`config.mk`:
```
export PLATFORM = sky130hd
export DESIGN_NAME = ps2_key_event_ctrl
export DESIGN_NICKNAME = d
export VERILOG_FILES = /design/src/rtl/ps2_pkg.sv /design/src/rtl/ps2_evt_fifo.sv /design/src/rtl/ps2_key_event_ctrl.sv
export SDC_FILE = /design/constraint.sdc
export NUM_CORES = 1
export LEC_CHECK = 0
export CORE_MARGIN = 2
export CORE_UTILIZATION = 58
export CTS_BUF_LIST = sky130_fd_sc_hd__clkbuf_4 sky130_fd_sc_hd__clkbuf_8
export DETAILED_ROUTE_END_ITERATION = 10
export PLACE_DENSITY_LB_ADDON = 0.15
export SLEW_MARGIN = 5
export SYNTH_ARGS = -nofsm -noshare
export SYNTH_HDL_FRONTEND = slang
export SYNTH_SLANG_ARGS = --single-unit
```
`constraint.sdc`:
```
create_clock -name clk -period 7.85 [get_ports clk]
set_input_delay 1.57 -clock clk [delete_from_list [all_inputs] [get_ports clk]]
set_output_delay 1.57 -clock clk [all_outputs]
set_load 0.05 [all_outputs]
```
`src/rtl/ps2_pkg.sv`:
```
`default_nettype none
// ============================================================================
// Module      : ps2_pkg
// Description : Shared types and constants for the PS/2 key event controller.
// Revision    : 1.0 - initial release
// ============================================================================
package ps2_pkg;

    typedef enum logic [1:0] {
        ST_IDLE    = 2'd0,
        ST_EXT     = 2'd1,
        ST_BRK     = 2'd2,
        ST_EXT_BRK = 2'd3
    } state_t;

    localparam logic [7:0] C_CODE_E0 = 8'hE0;
    localparam logic [7:0] C_CODE_F0 = 8'hF0;

    // Keyboard command responses that never represent a key.
    localparam logic [7:0] C_RESP_ACK    = 8'hFA;
    localparam logic [7:0] C_RESP_BAT_OK = 8'hAA;
    localparam logic [7:0] C_RESP_ECHO   = 8'hEE;
    localparam logic [7:0] C_RESP_RESEND = 8'hFE;
    localparam logic [7:0] C_RESP_ERR_FF = 8'hFF;
    localparam logic [7:0] C_RESP_ERR_00 = 8'h00;

    typedef struct packed {
        logic [7:0] code;
        logic       ext;
        logic       make;
    } evt_t;

    localparam int C_EVT_W = $bits(evt_t);

    function automatic logic is_ignored(input logic [7:0] b);
        return (b == C_RESP_ACK)    || (b == C_RESP_BAT_OK) ||
               (b == C_RESP_ECHO)   || (b == C_RESP_RESEND) ||
               (b == C_RESP_ERR_FF) || (b == C_RESP_ERR_00);
    endfunction

endpackage
`default_nettype wire

```
`src/rtl/ps2_evt_fifo.sv`:
```
`default_nettype none
// ============================================================================
// Module      : ps2_evt_fifo
// Description : First-word-fall-through event queue with valid/ready pop.
// Revision    : 1.0 - initial release
// ============================================================================
module ps2_evt_fifo #(
    parameter int DEPTH = 8,
    parameter int WIDTH = 10
) (
    input  logic             clk,
    input  logic             rst,
    input  logic             i_push,
    input  logic [WIDTH-1:0] i_push_data,
    output logic             o_full,
    output logic             o_drop,
    output logic             o_valid,
    input  logic             i_ready,
    output logic [WIDTH-1:0] o_data
);

    localparam int            C_AW    = (DEPTH > 1) ? $clog2(DEPTH) : 1;
    localparam logic [C_AW:0] C_DEPTH = (C_AW + 1)'(DEPTH);

    logic [WIDTH-1:0] r_mem [DEPTH];
    logic [C_AW-1:0]  r_wr_ptr;
    logic [C_AW-1:0]  r_rd_ptr;
    logic [C_AW:0]    r_count;
    logic             w_pop;
    logic             w_wr;

    assign o_valid = (r_count != '0);
    assign o_full  = (r_count == C_DEPTH);
    assign w_pop   = o_valid && i_ready;
    // A pop in the same cycle frees the slot, so a full queue still accepts.
    assign w_wr    = i_push && (!o_full || w_pop);
    assign o_drop  = i_push && !w_wr;
    assign o_data  = o_valid ? r_mem[r_rd_ptr] : '0;

    always_ff @(posedge clk) begin
        if (rst) begin
            r_wr_ptr <= '0;
            r_rd_ptr <= '0;
            r_count  <= '0;
        end else begin
            if (w_wr) begin
                r_wr_ptr <= r_wr_ptr + 1'b1;
            end
            if (w_pop) begin
                r_rd_ptr <= r_rd_ptr + 1'b1;
            end
            case ({w_wr, w_pop})
                2'b10:   r_count <= r_count + 1'b1;
                2'b01:   r_count <= r_count - 1'b1;
                default: r_count <= r_count;
            endcase
        end
    end

    always_ff @(posedge clk) begin
        if (w_wr) begin
            r_mem[r_wr_ptr] <= i_push_data;
        end
    end

endmodule
`default_nettype wire

```
`src/rtl/ps2_key_event_ctrl.sv`:
```
`default_nettype none
// ============================================================================
// Module      : ps2_key_event_ctrl
// Description : Decodes PS/2 set-2 scan bytes into queued make/release events.
// Revision    : 1.0 - initial release
// ============================================================================
module ps2_key_event_ctrl
    import ps2_pkg::*;
#(
    parameter int FIFO_DEPTH     = 8,
    parameter int TIMEOUT_CYCLES = 1000000
) (
    input  logic       clk,
    input  logic       rst,
    input  logic       rx_valid,
    input  logic [7:0] rx_byte,
    input  logic       rx_err,
    output logic       evt_valid,
    input  logic       evt_ready,
    output logic [7:0] evt_code,
    output logic       evt_ext,
    output logic       evt_make,
    output logic       key_held,
    output logic [7:0] held_code,
    output logic [7:0] press_count,
    output logic       overflow,
    input  logic       clr_overflow
);

    localparam int              C_TW           = $clog2(TIMEOUT_CYCLES + 1);
    localparam logic [C_TW-1:0] C_TIMEOUT_LAST = C_TW'(TIMEOUT_CYCLES - 1);

    state_t          r_state;
    logic [C_TW-1:0] r_timer;
    logic            r_key_held;
    logic [7:0]      r_held_code;
    logic            r_held_ext;
    logic [7:0]      r_press_count;
    logic            r_overflow;

    state_t          w_next_state;
    logic            w_is_event;
    logic            w_make;
    logic            w_ext;
    logic            w_repeat;
    logic            w_push;
    logic            w_drop;
    logic            w_full;
    evt_t            w_new_evt;
    evt_t            w_head;
    logic [C_EVT_W-1:0] w_head_bits;

    always_comb begin
        w_next_state = r_state;
        w_is_event   = 1'b0;
        w_make       = 1'b0;
        w_ext        = 1'b0;
        if (rx_err) begin
            w_next_state = ST_IDLE;
        end else if (rx_valid) begin
            case (r_state)
                ST_IDLE: begin
                    if (rx_byte == C_CODE_E0) begin
                        w_next_state = ST_EXT;
                    end else if (rx_byte == C_CODE_F0) begin
                        w_next_state = ST_BRK;
                    end else if (!is_ignored(rx_byte)) begin
                        w_is_event = 1'b1;
                        w_make     = 1'b1;
                    end
                end
                ST_EXT: begin
                    if (rx_byte == C_CODE_F0) begin
                        w_next_state = ST_EXT_BRK;
                    end else if (rx_byte != C_CODE_E0) begin
                        w_is_event   = 1'b1;
                        w_make       = 1'b1;
                        w_ext        = 1'b1;
                        w_next_state = ST_IDLE;
                    end
                end
                default: begin
                    // A prefix after F0 means the stream lost sync; drop it.
                    w_next_state = ST_IDLE;
                    if ((rx_byte != C_CODE_E0) && (rx_byte != C_CODE_F0)) begin
                        w_is_event = 1'b1;
                        w_ext      = (r_state == ST_EXT_BRK);
                    end
                end
            endcase
        end else if ((r_state != ST_IDLE) && (r_timer == C_TIMEOUT_LAST)) begin
            w_next_state = ST_IDLE;
        end
    end

    // Auto-repeat of the key already held produces neither event nor count.
    assign w_repeat  = w_is_event && w_make && r_key_held &&
                       (rx_byte == r_held_code) && (w_ext == r_held_ext);
    assign w_push    = w_is_event && !w_repeat;
    assign w_new_evt = '{code: rx_byte, ext: w_ext, make: w_make};

    ps2_evt_fifo #(
        .DEPTH (FIFO_DEPTH),
        .WIDTH (C_EVT_W)
    ) u_evt_fifo (
        .clk         (clk),
        .rst         (rst),
        .i_push      (w_push),
        .i_push_data (w_new_evt),
        .o_full      (w_full),
        .o_drop      (w_drop),
        .o_valid     (evt_valid),
        .i_ready     (evt_ready),
        .o_data      (w_head_bits)
    );

    assign w_head = evt_t'(w_head_bits);

    always_ff @(posedge clk) begin
        if (rst) begin
            r_state       <= ST_IDLE;
            r_timer       <= '0;
            r_key_held    <= 1'b0;
            r_held_code   <= '0;
            r_held_ext    <= 1'b0;
            r_press_count <= '0;
            r_overflow    <= 1'b0;
        end else begin
            r_state <= w_next_state;

            if (rx_valid || rx_err || (w_next_state == ST_IDLE)) begin
                r_timer <= '0;
            end else begin
                r_timer <= r_timer + 1'b1;
            end

            if (w_push && w_make) begin
                r_key_held    <= 1'b1;
                r_held_code   <= rx_byte;
                r_held_ext    <= w_ext;
                r_press_count <= r_press_count + 1'b1;
            end else if (w_push && (rx_byte == r_held_code) && (w_ext == r_held_ext)) begin
                r_key_held <= 1'b0;
            end

            if (w_drop) begin
                r_overflow <= 1'b1;
            end else if (clr_overflow) begin
                r_overflow <= 1'b0;
            end
        end
    end

    assign evt_code    = w_head.code;
    assign evt_ext     = w_head.ext;
    assign evt_make    = w_head.make;
    assign key_held    = r_key_held;
    assign held_code   = r_held_code;
    assign press_count = r_press_count;
    assign overflow    = r_overflow;

endmodule
`default_nettype wire

```
After elaboration in Yosys (flattened, before gate mapping)
Memories as Yosys holds them, arrays and structs flattened. A register that Yosys moved wholly into a read port is not among the register bits.
Cells that the tools add are included.
{"block": "word_totals", "regBits": 51, "ramBits": 80, "in_bits": 14, "out_inout_bits": 29, "elab_cells": 101, "mem_count": 1}
{"block": "op_classes", "n_addsub": 6, "eq_ne": 17, "mux": 34, "n_reduce_logical": 33}
{"memory": "u_evt_fifo.r_mem", "depth": 8, "word_bits": 10, "read_ports": 1, "rd_ports_with_merged_regs": 1, "wr": 1, "line": "ps2_evt_fifo.sv:25", "text": "logic [WIDTH-1:0] r_mem [DEPTH];"}
{"op": "$eq 8x8->1 const B", "n": 7}
{"op": "$add 20x1->20 const B", "n": 1}
{"op": "$eq 20x20->1 const B", "n": 1}
{"op": "$mux 1", "n": 19}
{"op": "$ne 8x8->1 const B", "n": 2}
{"op": "$mux 2", "n": 7}
{"op": "$logic_and 1x1->1", "n": 13}
{"op": "$mux 10", "n": 1}
{"op": "$add 8x1->8 const B", "n": 1}
{"op": "$eq 8x8->1", "n": 1}
{"op": "$logic_not 8->1", "n": 1}
{"op": "$logic_or 1x1->1", "n": 8}
{"op": "$pmux 4 s2", "n": 1}
{"op": "$reduce_bool 2->1", "n": 4}
{"op": "$add 3x1->3 const B", "n": 2}
{"op": "$mux 3", "n": 2}
{"op": "$pmux 1 s2", "n": 3}
{"op": "$add 4x1->4 const B", "n": 1}
{"op": "$eq 2x1->1 const B", "n": 2}
{"op": "$eq 2x2->1 const B", "n": 2}
{"op": "$eq 4x4->1 const B", "n": 1}
{"op": "$logic_not 2->1", "n": 2}
{"op": "$pmux 2 s2", "n": 1}
{"op": "$reduce_bool 4->1", "n": 1}
{"op": "4 further kinds", "n": 6}

Logic depth before layout (Yosys ltp)
Gate-level depths: netlist of run 1.
{"block": "logic_depth", "ltp_word": 22, "ltp_mapped": 13, "depth_no_buf": 12}

Cells and area by module
A second synthesis of run 1 with hierarchy kept.
{"block": "hier_totals", "cells_unflattened": 446, "hier_area_um2": 5893.2}
{"mod": "ps2_evt_fifo", "instances": 1, "cells_each": 214, "area_per_inst_um2": 3813.7, "seq_area_each_um2": 2662.6}
{"mod": "ps2_key_event_ctrl", "instances": 1, "cells_each": 232, "area_per_inst_um2": 2079.5, "seq_area_each_um2": 820.8}

Worst setup path after synthesis of run 1
Ideal clock, no wire load.
{"block": "synth_timing", "kind": "input to register", "from": "in rx_err", "to": "mem u_evt_fifo.r_mem[0][0], enable pin", "t_arrival_ns": 3.591, "t_required_ns": 7.460, "setup_slack_ns": 3.869, "stages": 7, "n_path_buf": 0, "cell_sequence": "nand2b_1 a211oi_4 xor2_2 o21a_1 o211a_4 nand2b_2 nor3_1"}
{"block": "synth_via", "word_cells_on_any_way": 13, "cone_classes": "eq/ne (1); mux (5); reduce/logical (7)"}
{"element": "start: declaration", "line": "ps2_key_event_ctrl.sv:17", "text": "input logic rx_err,"}
{"element": "$mux 1", "line": "ps2_key_event_ctrl.sv:58", "text": "if (rx_err) begin"}
{"element": "via w_ext", "line": "ps2_key_event_ctrl.sv:44", "text": "logic w_ext;"}
{"element": "$eq 1x1->1", "line": "ps2_key_event_ctrl.sv:98", "text": "(rx_byte == r_held_code) && (w_ext == r_held_ext);"}
{"element": "$logic_and 1x1->1", "line": "ps2_key_event_ctrl.sv:98"}
{"element": "$logic_not 1->1", "line": "ps2_key_event_ctrl.sv:99", "text": "assign w_push = w_is_event && !w_repeat;"}
{"element": "$logic_and 1x1->1", "line": "ps2_key_event_ctrl.sv:99"}
{"element": "$logic_and 1x1->1", "line": "ps2_evt_fifo.sv:36", "text": "assign w_wr = i_push && (!o_full || w_pop);"}
{"element": "$mux 1", "line": "ps2_evt_fifo.sv:61", "text": "if (w_wr) begin"}
{"element": "$mux 1 (implied by the code)", "line": "ps2_evt_fifo.sv:62", "text": "r_mem[r_wr_ptr] <= i_push_data;"}
{"element": "end: declaration", "line": "ps2_evt_fifo.sv:25"}
The timed path passes the listed nets, and every way through them passes these cells.

Worst setup path in the final report of run 1
{"block": "layout_timing", "from": "in rx_byte[6]", "to": "mem u_evt_fifo.r_mem[4][7], enable pin"}
{"block": "layout_via", "word_cells_on_any_way": 43, "cone_classes": "eq/ne (11); mux (18); reduce/logical (14)"}
{"element": "start: declaration", "line": "ps2_key_event_ctrl.sv:16", "text": "input logic [7:0] rx_byte,"}
{"element": "$ne 8x8->1 (on tied branches)", "line": "ps2_key_event_ctrl.sv:75, ps2_key_event_ctrl.sv:85"}
{"element": "$mux 1 or $logic_and 1x1->1 (tied branches)", "line": "ps2_key_event_ctrl.sv:75, ps2_key_event_ctrl.sv:85"}
{"element": "$mux 1 (on tied branches)", "line": "ps2_key_event_ctrl.sv:73, ps2_key_event_ctrl.sv:85"}
{"element": "$pmux 1 s2 *", "line": "ps2_key_event_ctrl.sv:61", "text": "case (r_state)"}
{"element": "$mux 1 *", "line": "ps2_key_event_ctrl.sv:60", "text": "end else if (rx_valid) begin"}
{"element": "$mux 1 *", "line": "ps2_key_event_ctrl.sv:58"}
{"element": "via w_ext", "line": "ps2_key_event_ctrl.sv:44"}
{"element": "$eq 1x1->1 *", "line": "ps2_key_event_ctrl.sv:98"}
{"element": "$logic_and 1x1->1 *", "line": "ps2_key_event_ctrl.sv:98"}
{"element": "$logic_not 1->1 *", "line": "ps2_key_event_ctrl.sv:99"}
{"element": "$logic_and 1x1->1 *", "line": "ps2_key_event_ctrl.sv:99"}
{"element": "$logic_and 1x1->1 *", "line": "ps2_evt_fifo.sv:36"}
{"element": "$mux 1 *", "line": "ps2_evt_fifo.sv:61"}
{"element": "$mux 1 (implied by the code) *", "line": "ps2_evt_fifo.sv:62"}
Mark *: on every way through the listed nets, which the timed path passes. The rest lies on a longest branch.

==> out/qor.yml, run 1 <==
die_y_um: 103.4
skew_ps: 10.79
leakage_nw: 2.213
ys_seq_area_frac: 0.6083
io_buffers: 42
fin_hold_ws_ps: 466.3
cts_root_buf: "clkbuf_8"
power_density_nw_per_um2: 287.0
crit_path_end_kind: "flop"
layout.nets: 498
setup_viol: 0
async_flop_share: 0
crit_chain: "clkdlybuf4s50_1, and3_4, a211oi_4, xor2_2, o21a_1, o211a_4, nand2b_2, nor3b_2"
vias: 3467
floorplan.core_area_sq_um: 9684
drt_iter0_drc: 143
maxCapViolCount: 0
drive_above_1_share: 0.1469
synth-edff-count: 80
rsz0062_at_grt: "no"
vdd_drop_max_uv: 163.2
antenna_found_initial: 0
fillers: 710
ff_latch_area_sq_um: 3483
place.detailed.hpwl_um: 7031
gr-total-overflow: 0
ys_types: 54
netlist_area_sq_um: 5727
yosys.area_share.adder: 0.01660
startpoint_type: "input pin"
start_util: 0.5913
grt_pass1_wl_um: 17330
cts_buffers: 17
clkSlewWorstSetupHoldPaths_ps: 70
worst_path_largest_cell_delay_ps: 860
synthMuxAreaShare: 0.1171
fmax_mhz: 212.7
fin_crit_sh: 0.5990
tightest_slew_ps: 1130
cts_sinks: 134
post_synth_and_or_nand_nor_area_fraction: 0.1372
cp_slowest_cell: "nor3b_2"
ys.flop_type: "edfxtp_1"
drt_pass1_iterations: 4
syn_inst: 428
cts_resized: 0
htreeDepth: 4
detail_route.wl_per_cell_um: 17.03
syn_avg_cell_area_sq_um: 13.38
synth_compound_area_frac: 0.04544
crit_required_ps: 7900
yosys_warnings: 0
max-slew-margin-rel: 0.2404
cts_tree: "built"
synth-xor-area-share: 0.05637
clk_latency_ps: 440
syn_nets: 449
synth_top_family_by_area: "simple AND/OR/NAND/NOR gates"
hold_class: "flop to flop"
grt_pass1_vias: 3477
fin_crit_ps: 4702
worstSetupPathType: "input pin to flop"
dieArea_sq_um: 10680
final_max_slew_viol_count: 0
syn_to_final_growth_pct: 16.65
num_rows: 36
antenna_left: 0
hold_buffers: 0
wl_um: 10610
path_max_fanout: 15
gp_congestion: 0.8119
hold_violations: 0
diodes: 0
cts_setup_buffers: 0
routed_via_density: 5.565
grt_max_degree: 35
ioPinCount: 43
grt_usage: 0.2218
clockBufferDepth: 2
drc: 0
multi_input_area_sq_um: 2141
worstPathArrival_ps: 4750
outcome: "finished, final reports clean"
die_w_um: 103.4
final.setup.tns_ps: 0
synth-seq-cells: 134
[cell type report]
class	count	area share
Clock inverter	14	0.02397
Multi-Input combinational cell	268	0.3205
Sequential cell	134	0.5214
Clock buffer	18	0.03615
Timing Repair Buffer	46	0.06743
Inverter	10	0.005619
Tap cell	133	0.02491
[Yosys cell counts, drive strengths merged, types with 10 or more instances]
cell type | number | area (sq um)
xor2 | 25 | 226.5
clkbuf | 10 | 37.54
mux4 | 20 | 450.4
inv | 10 | 37.53
nand3 | 17 | 85.08
dfxtp | 54 | 1081
xnor2 | 11 | 96.34
mux2i | 22 | 220.2
o21ai | 10 | 53.80
nor2 | 63 | 236.5
edfxtp | 80 | 2402
nand2 | 13 | 51.30
nor3 | 11 | 55.05
[power by group]
part	switching (mW)	internal (mW)
clock network	0.259	0.314
logic	0.326	0.218
registers	0.0311	0.770
total	0.615	1.30
[routing by layer]
layer	up-vias	part of all wire	track usage
li1	1679	-	-
met1	1702	0.46	0.2882
met5	-	0	0
met4	0	0.013	0.08198
met3	13	0.039	0.05108
met2	73	0.49	0.3667
[logic make-up (layout without fill, tap and decap cells)]
kind of cell	Yosys count	in the layout
xor gates and xnor gates	36	36
DFF	134	134
AOI/OAI and AO/OA	34	34
buffers and inverters	26	88
adders and majority gates	7	7
muxes	42	42
and+or+nand+nor	149	149
[layout by cell type (no fill, tap or decap), types with 4 or more instances in the layout]
cell type	count
nor2_1	63
dfxtp_1	54
mux2i_1	22
a21oi_1	7
xor2_1	24
nand4_1	7
xnor2_1	11
nand3_1	17
o21ai_0	9
clkbuf_8	17
nand2b_1	5
and3_1	4
nand2_1	12
inv_1	9
ha_1	6
nor3b_2	6
mux4_2	20
nor3_1	11
clkdlybuf4s50_1	42
nor4_1	7
edfxtp_1	80
buf_4	4
[per-stage QoR]
stage / util / std cells / power (mW) / cell area, sq um / worst slack, ps
global placement: 0.6483 / 591 / 1.357 / 6279 / 2896
global route: 0.6898 / 623 / 2.009 / 6680 / 2987
floorplan: - / 428 / 1.206 / 5727 / 3869
detailed placement: 0.6483 / 591 / 1.366 / 6279 / 2695
finish: 0.6898 / 623 / 1.918 / 6680 / 3148
CTS: 0.6898 / 623 / 1.934 / 6680 / 3161
[worst max-delay path, delay by kind of cell]
kind / cells / cell delay [ps]
simple gates: 3 / 1330
buf+inv: 1 / 700
xor+xnor: 1 / 260
compound gates: 3 / 880
[state kept, by name, summed over array words and instances, names as in the netlist, named ones only]
| register | count |
|---|---|
| u_evt_fifo.r_rd_ptr | 3 |
| u_evt_fifo.r_wr_ptr | 3 |
| key_held | 1 |
| r_held_ext | 1 |
| r_timer | 20 |
| r_state | 2 |
| u_evt_fifo.r_count | 4 |
| held_code | 8 |
| press_count | 8 |
| u_evt_fifo.r_mem | 80 |
| overflow | 1 |
[final timing paths]
| path | from | endpoint | slack, ps | cells past startpoint |
|---|---|---|---|---|
| setup reg to reg | u_evt_fifo.r_count[0] | u_evt_fifo.r_count[3] | 4540 | 12 |
| setup / recovery | rx_byte[6] | u_evt_fifo.r_mem[4][7] | 3150 | 8 |
| hold reg to reg | r_timer[0] | r_timer[0] | 470 | 1 |
| hold / removal | r_timer[0] | r_timer[0] | 470 | 1 |
Power figures use the tool's default switching activity.
==> run 2, diff against run 1 <==
--- a/config.mk
+++ b/config.mk
@@ -6,7 +6,7 @@
 export NUM_CORES = 1
 export LEC_CHECK = 0
 export CORE_MARGIN = 2
-export CORE_UTILIZATION = 58
+export CORE_UTILIZATION = 55
 export CTS_BUF_LIST = sky130_fd_sc_hd__clkbuf_4 sky130_fd_sc_hd__clkbuf_8
 export DETAILED_ROUTE_END_ITERATION = 10
 export PLACE_DENSITY_LB_ADDON = 0.15
==> constraint.sdc (replaced) <==
create_clock -name clk -period 3.96 [get_ports clk]
set_input_delay 0.792 -clock clk [delete_from_list [all_inputs] [get_ports clk]]
set_output_delay 0.792 -clock clk [all_outputs]
set_load 0.05 [all_outputs]
==> run 2 against run 1 <==
Against the previous run: via count up 2.9%; cell count is 3.7% higher; core utilization decreased by 2.1 points; die area rose by 5.2%; wire length grew 4.3%; critical endpoint is now u_evt_fifo.r_count[3]; clock skew barely moved; hold slack lost 4.2 ps; critical path type unchanged; critical path depth is 5 higher; combinational power increased by 100%; highest routed layer unchanged.
==> out/qor.yml, run 2 (synthesis results as in run 1) <==
outcome: "finished, final reports clean"
crit_required_ps: 4300
largest_reg_flops: 80
io_buffers: 42
rsz0062_at_grt: "no"
power.total_mw: 3.821
cts_setup_buffers: 0
grt_max_degree: 36
antenna_found_initial: 0
largest_registers: "u_evt_fifo.r_mem: 80 flops, r_timer: 20 flops"
vdd_drop_max_uv: 449.2
vias: 3568
num_rows: 37
drc: 0
swShare: 0.3300
switchingPower_mw: 1.261
routed_via_density: 5.523
final_cell_mix: "edfxtp_1 (80), nor2_1 (63), dfxtp_1 (54), clkdlybuf4s50_1 (42)"
clk_latency_ps: 420
drt_pass1_iterations: 4
tightest_slew_ps: 705.3
die_w_um: 106.0
final.setup.tns_ps: 0
wl_um: 11070
ioPinCount: 43
multi_input_area_sq_um: 2141
p_int_mw: 2.560
min_to: "r_timer[0]"
worstSetupPathType: "input pin to flop"
final_common_cell: "edfxtp_1"
power_frac_comb: 0.291
cts_buffers: 17
whs_path_depth: 1
power_density_nw_per_um2: 558.7
p_clk_frac: 0.298
dp_slack_ps: 65.28
setup_viol: 0
grt_pass1_wl_um: 17760
die_y_um: 106.0
place.detailed.hpwl_um: 7486
grt_usage: 0.2095
syn_to_final_growth_pct: 19.45
worstReg2RegEnd: "u_evt_fifo.r_count[3]"
floorplan.core_area_sq_um: 10230
diodes: 0
hold_class: "flop to flop"
skew_ps: 10.72
hold_buffers: 0
leakage_nw: 2.318
cts_resized: 0
r2r-start: "held_code[4]"
cts_root_buf: "clkbuf_8"
startpoint_type: "input pin"
clkSlewWorstSetupHoldPaths_ps: 80
reg2reg_depth: 12
start_util: 0.5597
fin_crit_sh: 0.8795
fillers: 755
fin_crit_ps: 3483
path_max_fanout: 10
htreeDepth: 4
max-slew-margin-rel: 0.5292
crit_path_end_kind: "flop"
drt_iter0_drc: 149
drive_above_1_share: 0.1863
hold_violations: 0
final_max_slew_viol_count: 0
fin_ws_ps: 477.2
cts_tree: "built"
fin_hold_ws_ps: 462.1
worstPathArrival_ps: 3830
detail_route.wl_per_cell_um: 17.13
grt_pass1_vias: 3488
antenna_left: 0
gp_congestion: 0.8029
cts_sinks: 134
maxCapViolCount: 0
rrSetupSlack_ps: 1220
fmax_mhz: 287.1
hold_start: "r_timer[0]"
ff_latch_area_sq_um: 3483
top_register: "u_evt_fifo.r_mem"
gr-total-overflow: 0
layout.nets: 518
dieArea_sq_um: 11240
clockBufferDepth: 2
pwr-share-seq: 0.411
[run 2: cell count changes in the layout (fill, tap and decap cells not counted)]
cell       delta
clkinv_4      -1
buf_4        +20
clkinv_1      -3
inv_8         +2
inv_6         +5
clkinv_2      -2
bufinv_16     -1
[run 2: cell type report]
class | instances | area share
Clock inverter | 14 | 0.02433
Sequential cell | 134 | 0.5092
Inverter | 10 | 0.005487
Timing Repair Buffer | 66 | 0.08780
Tap cell | 136 | 0.02488
Clock buffer | 18 | 0.03530
Multi-Input combinational cell | 268 | 0.3130
[run 2: worst max path at each step]
stage | from | endpoint | cells after the start
after floorplan | rx_err | u_evt_fifo.r_mem[0][0] | 7
after global placement | rx_byte[0] | u_evt_fifo.r_count[3] | 13
after detailed placement | rx_byte[0] | u_evt_fifo.r_count[3] | 13
after CTS | flop | evt_code[0] | 5
after global routing | rx_byte[5] | u_evt_fifo.r_count[3] | 13
final | rx_byte[0] | u_evt_fifo.r_count[3] | 13
[run 2: power by group through the flow]
stage,Clock (mW),Combinational [mW],Sequential [mW]
2_1_floorplan,0,0.781,1.61
3_3_place_gp,0,1.11,1.60
3_5_place_dp,0,1.12,1.60
4_1_cts,1.17,1.13,1.57
5_1_grt,1.22,1.19,1.58
6_report,1.14,1.11,1.57
[run 2: routing by layer]
layer	vias to the layer above	GRT usage	share of wire	wire, um
met3	12	0.06009	0.036	400
met4	0	0.06955	0.015	161
met2	73	0.3369	0.49	5452
li1	1722	-	-	-
met5	-	0	0	0
met1	1761	0.2760	0.46	5052
[run 2: stage by stage]
stage                     area [sq um]  utilization  instances
after CTS                         6840       0.6686        646
after floorplan                   5727            -        428
after detailed placement          6432       0.6287        614
after global routing              6840       0.6686        646
final                             6840       0.6686        646
after global placement            6432       0.6287        614
[run 2: worst max-delay path, cell delays in order]
cell and delay, ps:
clkdlybuf4s50_1 640, nor4_4 490, a211oi_4 130, xor2_2 170, o211ai_1 250, nand2_1 130
inv_2 150, ha_1 250, a21o_1 180, a21oi_1 200, nand3_1 120, and3b_1 180
nor3_1 150
==> run 3, diff against run 2 <==
--- a/config.mk
+++ b/config.mk
@@ -9,7 +9,7 @@
 export CORE_UTILIZATION = 55
 export CTS_BUF_LIST = sky130_fd_sc_hd__clkbuf_4 sky130_fd_sc_hd__clkbuf_8
 export DETAILED_ROUTE_END_ITERATION = 10
-export PLACE_DENSITY_LB_ADDON = 0.15
+export PLACE_DENSITY = 0.86
 export SLEW_MARGIN = 5
 export SYNTH_ARGS = -nofsm -noshare
 export SYNTH_HDL_FRONTEND = slang
==> run 3 against run 2 <==
Against the previous run: count of clock-buffer cells in the layout down 1; critical path depth decreased by 8; register-to-register slack worse by 120 ps; critical endpoint is now evt_code[2]; highest routed layer unchanged; sequential cell count did not move; sequential share of layout area fell by 0.21 points; hold slack gained 8.5 ps; largest cell class unchanged.
==> out/qor.yml, run 3 (synthesis results as in run 1) <==
final_util: 0.6714
num_rows: 37
cts_tree: "built"
setup_viol: 0
grt_max_degree: 36
maxCapViolCount: 0
gp_congestion: 0.8076
grt_pass1_wl_um: 19850
worstReg2RegEnd: "u_evt_fifo.r_count[3]"
final.setup.tns_ps: 0
crit_chain: "buf_4, mux4_2, mux2i_1, nor2_1, clkdlybuf4s50_1"
skew_ps: 10.05
path_max_fanout: 20
cts_resized: 0
vdd_drop_max_uv: 481.5
die_w_um: 106.0
drive_above_1_share: 0.1831
largest_reg_flops: 80
cts_sinks: 134
cts_buffers: 17
antenna_left: 0
worstPathArrival_ps: 2780
clk_latency_ps: 430
drt_pass1_iterations: 5
largest_registers: "u_evt_fifo.r_mem: 80 flops, r_timer: 20 flops"
clockBufferDepth: 2
ioPinCount: 43
hold_violations: 0
cp_slowest_cell: "clkdlybuf4s50_1"
post_dp_cell_area_sq_um: 6417
whs_path_depth: 1
power.total_mw: 3.973
syn_to_final_growth_pct: 19.95
fillers: 708
min_to: "r_timer[0]"
reg2reg_depth: 12
floorplan.core_area_sq_um: 10230
design_area_sq_um: 6869
r2r-start: "held_code[4]"
cts_setup_buffers: 0
drc: 0
crit_required_ps: 3170
final_cells: 644
worstSetupPathType: "flop to output port"
dieArea_sq_um: 11240
detail_route.wl_per_cell_um: 19.46
worst_path_largest_cell_delay_ps: 720
rsz0062_at_grt: "no"
leakage_nw: 2.327
fin_hold_ws_ps: 470.6
fin_ws_ps: 387.8
drt_iter0_drc: 286
htreeDepth: 4
fin_crit_ps: 3572
final_cell_mix: "edfxtp_1 (80), nor2_1 (63), dfxtp_1 (54), clkdlybuf4s50_1 (42), xor2_1 (24)"
dp_slack_ps: 74.43
cts_root_buf: "clkbuf_8"
die_y_um: 106.0
crit_path_end_kind: "output port"
dp.cells: 612
layout.nets: 516
antenna_found_initial: 0
top_register: "u_evt_fifo.r_mem"
startpoint_type: "flop"
fin_crit_sh: 0.9021
final_common_cell: "edfxtp_1"
clkSlewWorstSetupHoldPaths_ps: 80
final_max_slew_viol_count: 0
outcome: "finished, final reports clean"
place.detailed.hpwl_um: 8300
io_buffers: 42
gr-total-overflow: 0
grt_pass1_vias: 3850
hold_class: "flop to flop"
routed_via_density: 5.770
start_util: 0.5597
vias: 3716
fmax_mhz: 279.9
power_density_nw_per_um2: 578.5
wl_um: 12530
hold_start: "r_timer[0]"
max-slew-margin-rel: 0.5215
grt_usage: 0.2365
diodes: 0
hold_buffers: 0
tightest_slew_ps: 716.8
rrSetupSlack_ps: 1100
-- run 3: cell count changes in the layout (fill, tap and decap cells not counted) --
cell / change
buf_4: -2
clkbuf_4: -1
inv_6: -1
bufinv_16: +2
-- run 3: worst max path at each step --
stage | from | end | slack, ps
floorplan | rx_err | u_evt_fifo.r_mem[0][0] | 760
global placement | rx_byte[3] | u_evt_fifo.r_count[3] | 150
detailed placement | rx_byte[3] | u_evt_fifo.r_count[3] | 70
CTS | flop | evt_code[2] | 340
global route | rx_byte[4] | u_evt_fifo.r_count[3] | 120
finish | flop | evt_code[2] | 390
-- run 3: layout make-up --
class,count,area [sq um],share of cell area
Timing Repair Buffer,64,585.6,0.08525
Tap cell,136,170.2,0.02477
Clock inverter,15,217.7,0.03169
Inverter,10,37.54,0.005464
Clock buffer,17,234.0,0.03406
Sequential cell,134,3483,0.5071
Multi-Input combinational cell,268,2141,0.3117
-- run 3: metal layers --
metal | part of all wire | up-vias | GRT usage | wire (um)
met3 | 0.056 | 22 | 0.05886 | 696
li1 | - | 1723 | - | -
met4 | 0.016 | 0 | 0.09774 | 205
met1 | 0.40 | 1824 | 0.2753 | 4986
met2 | 0.53 | 147 | 0.4180 | 6643
met5 | 0 | - | 0 | 0
-- run 3: report_power, final --
part | switching, mW | internal [mW]
combinational | 0.684 | 0.450
sequential | 0.0456 | 1.53
clock | 0.565 | 0.704
total | 1.29 | 2.68
-- run 3: critical path, delay by kind of cell (launching register included) --
family                 cells  cell delay, ps
flip-flops                 1             310
buffers and inverters      2            1070
multiplexers               2             860
AND/OR/NAND/NOR            1              90
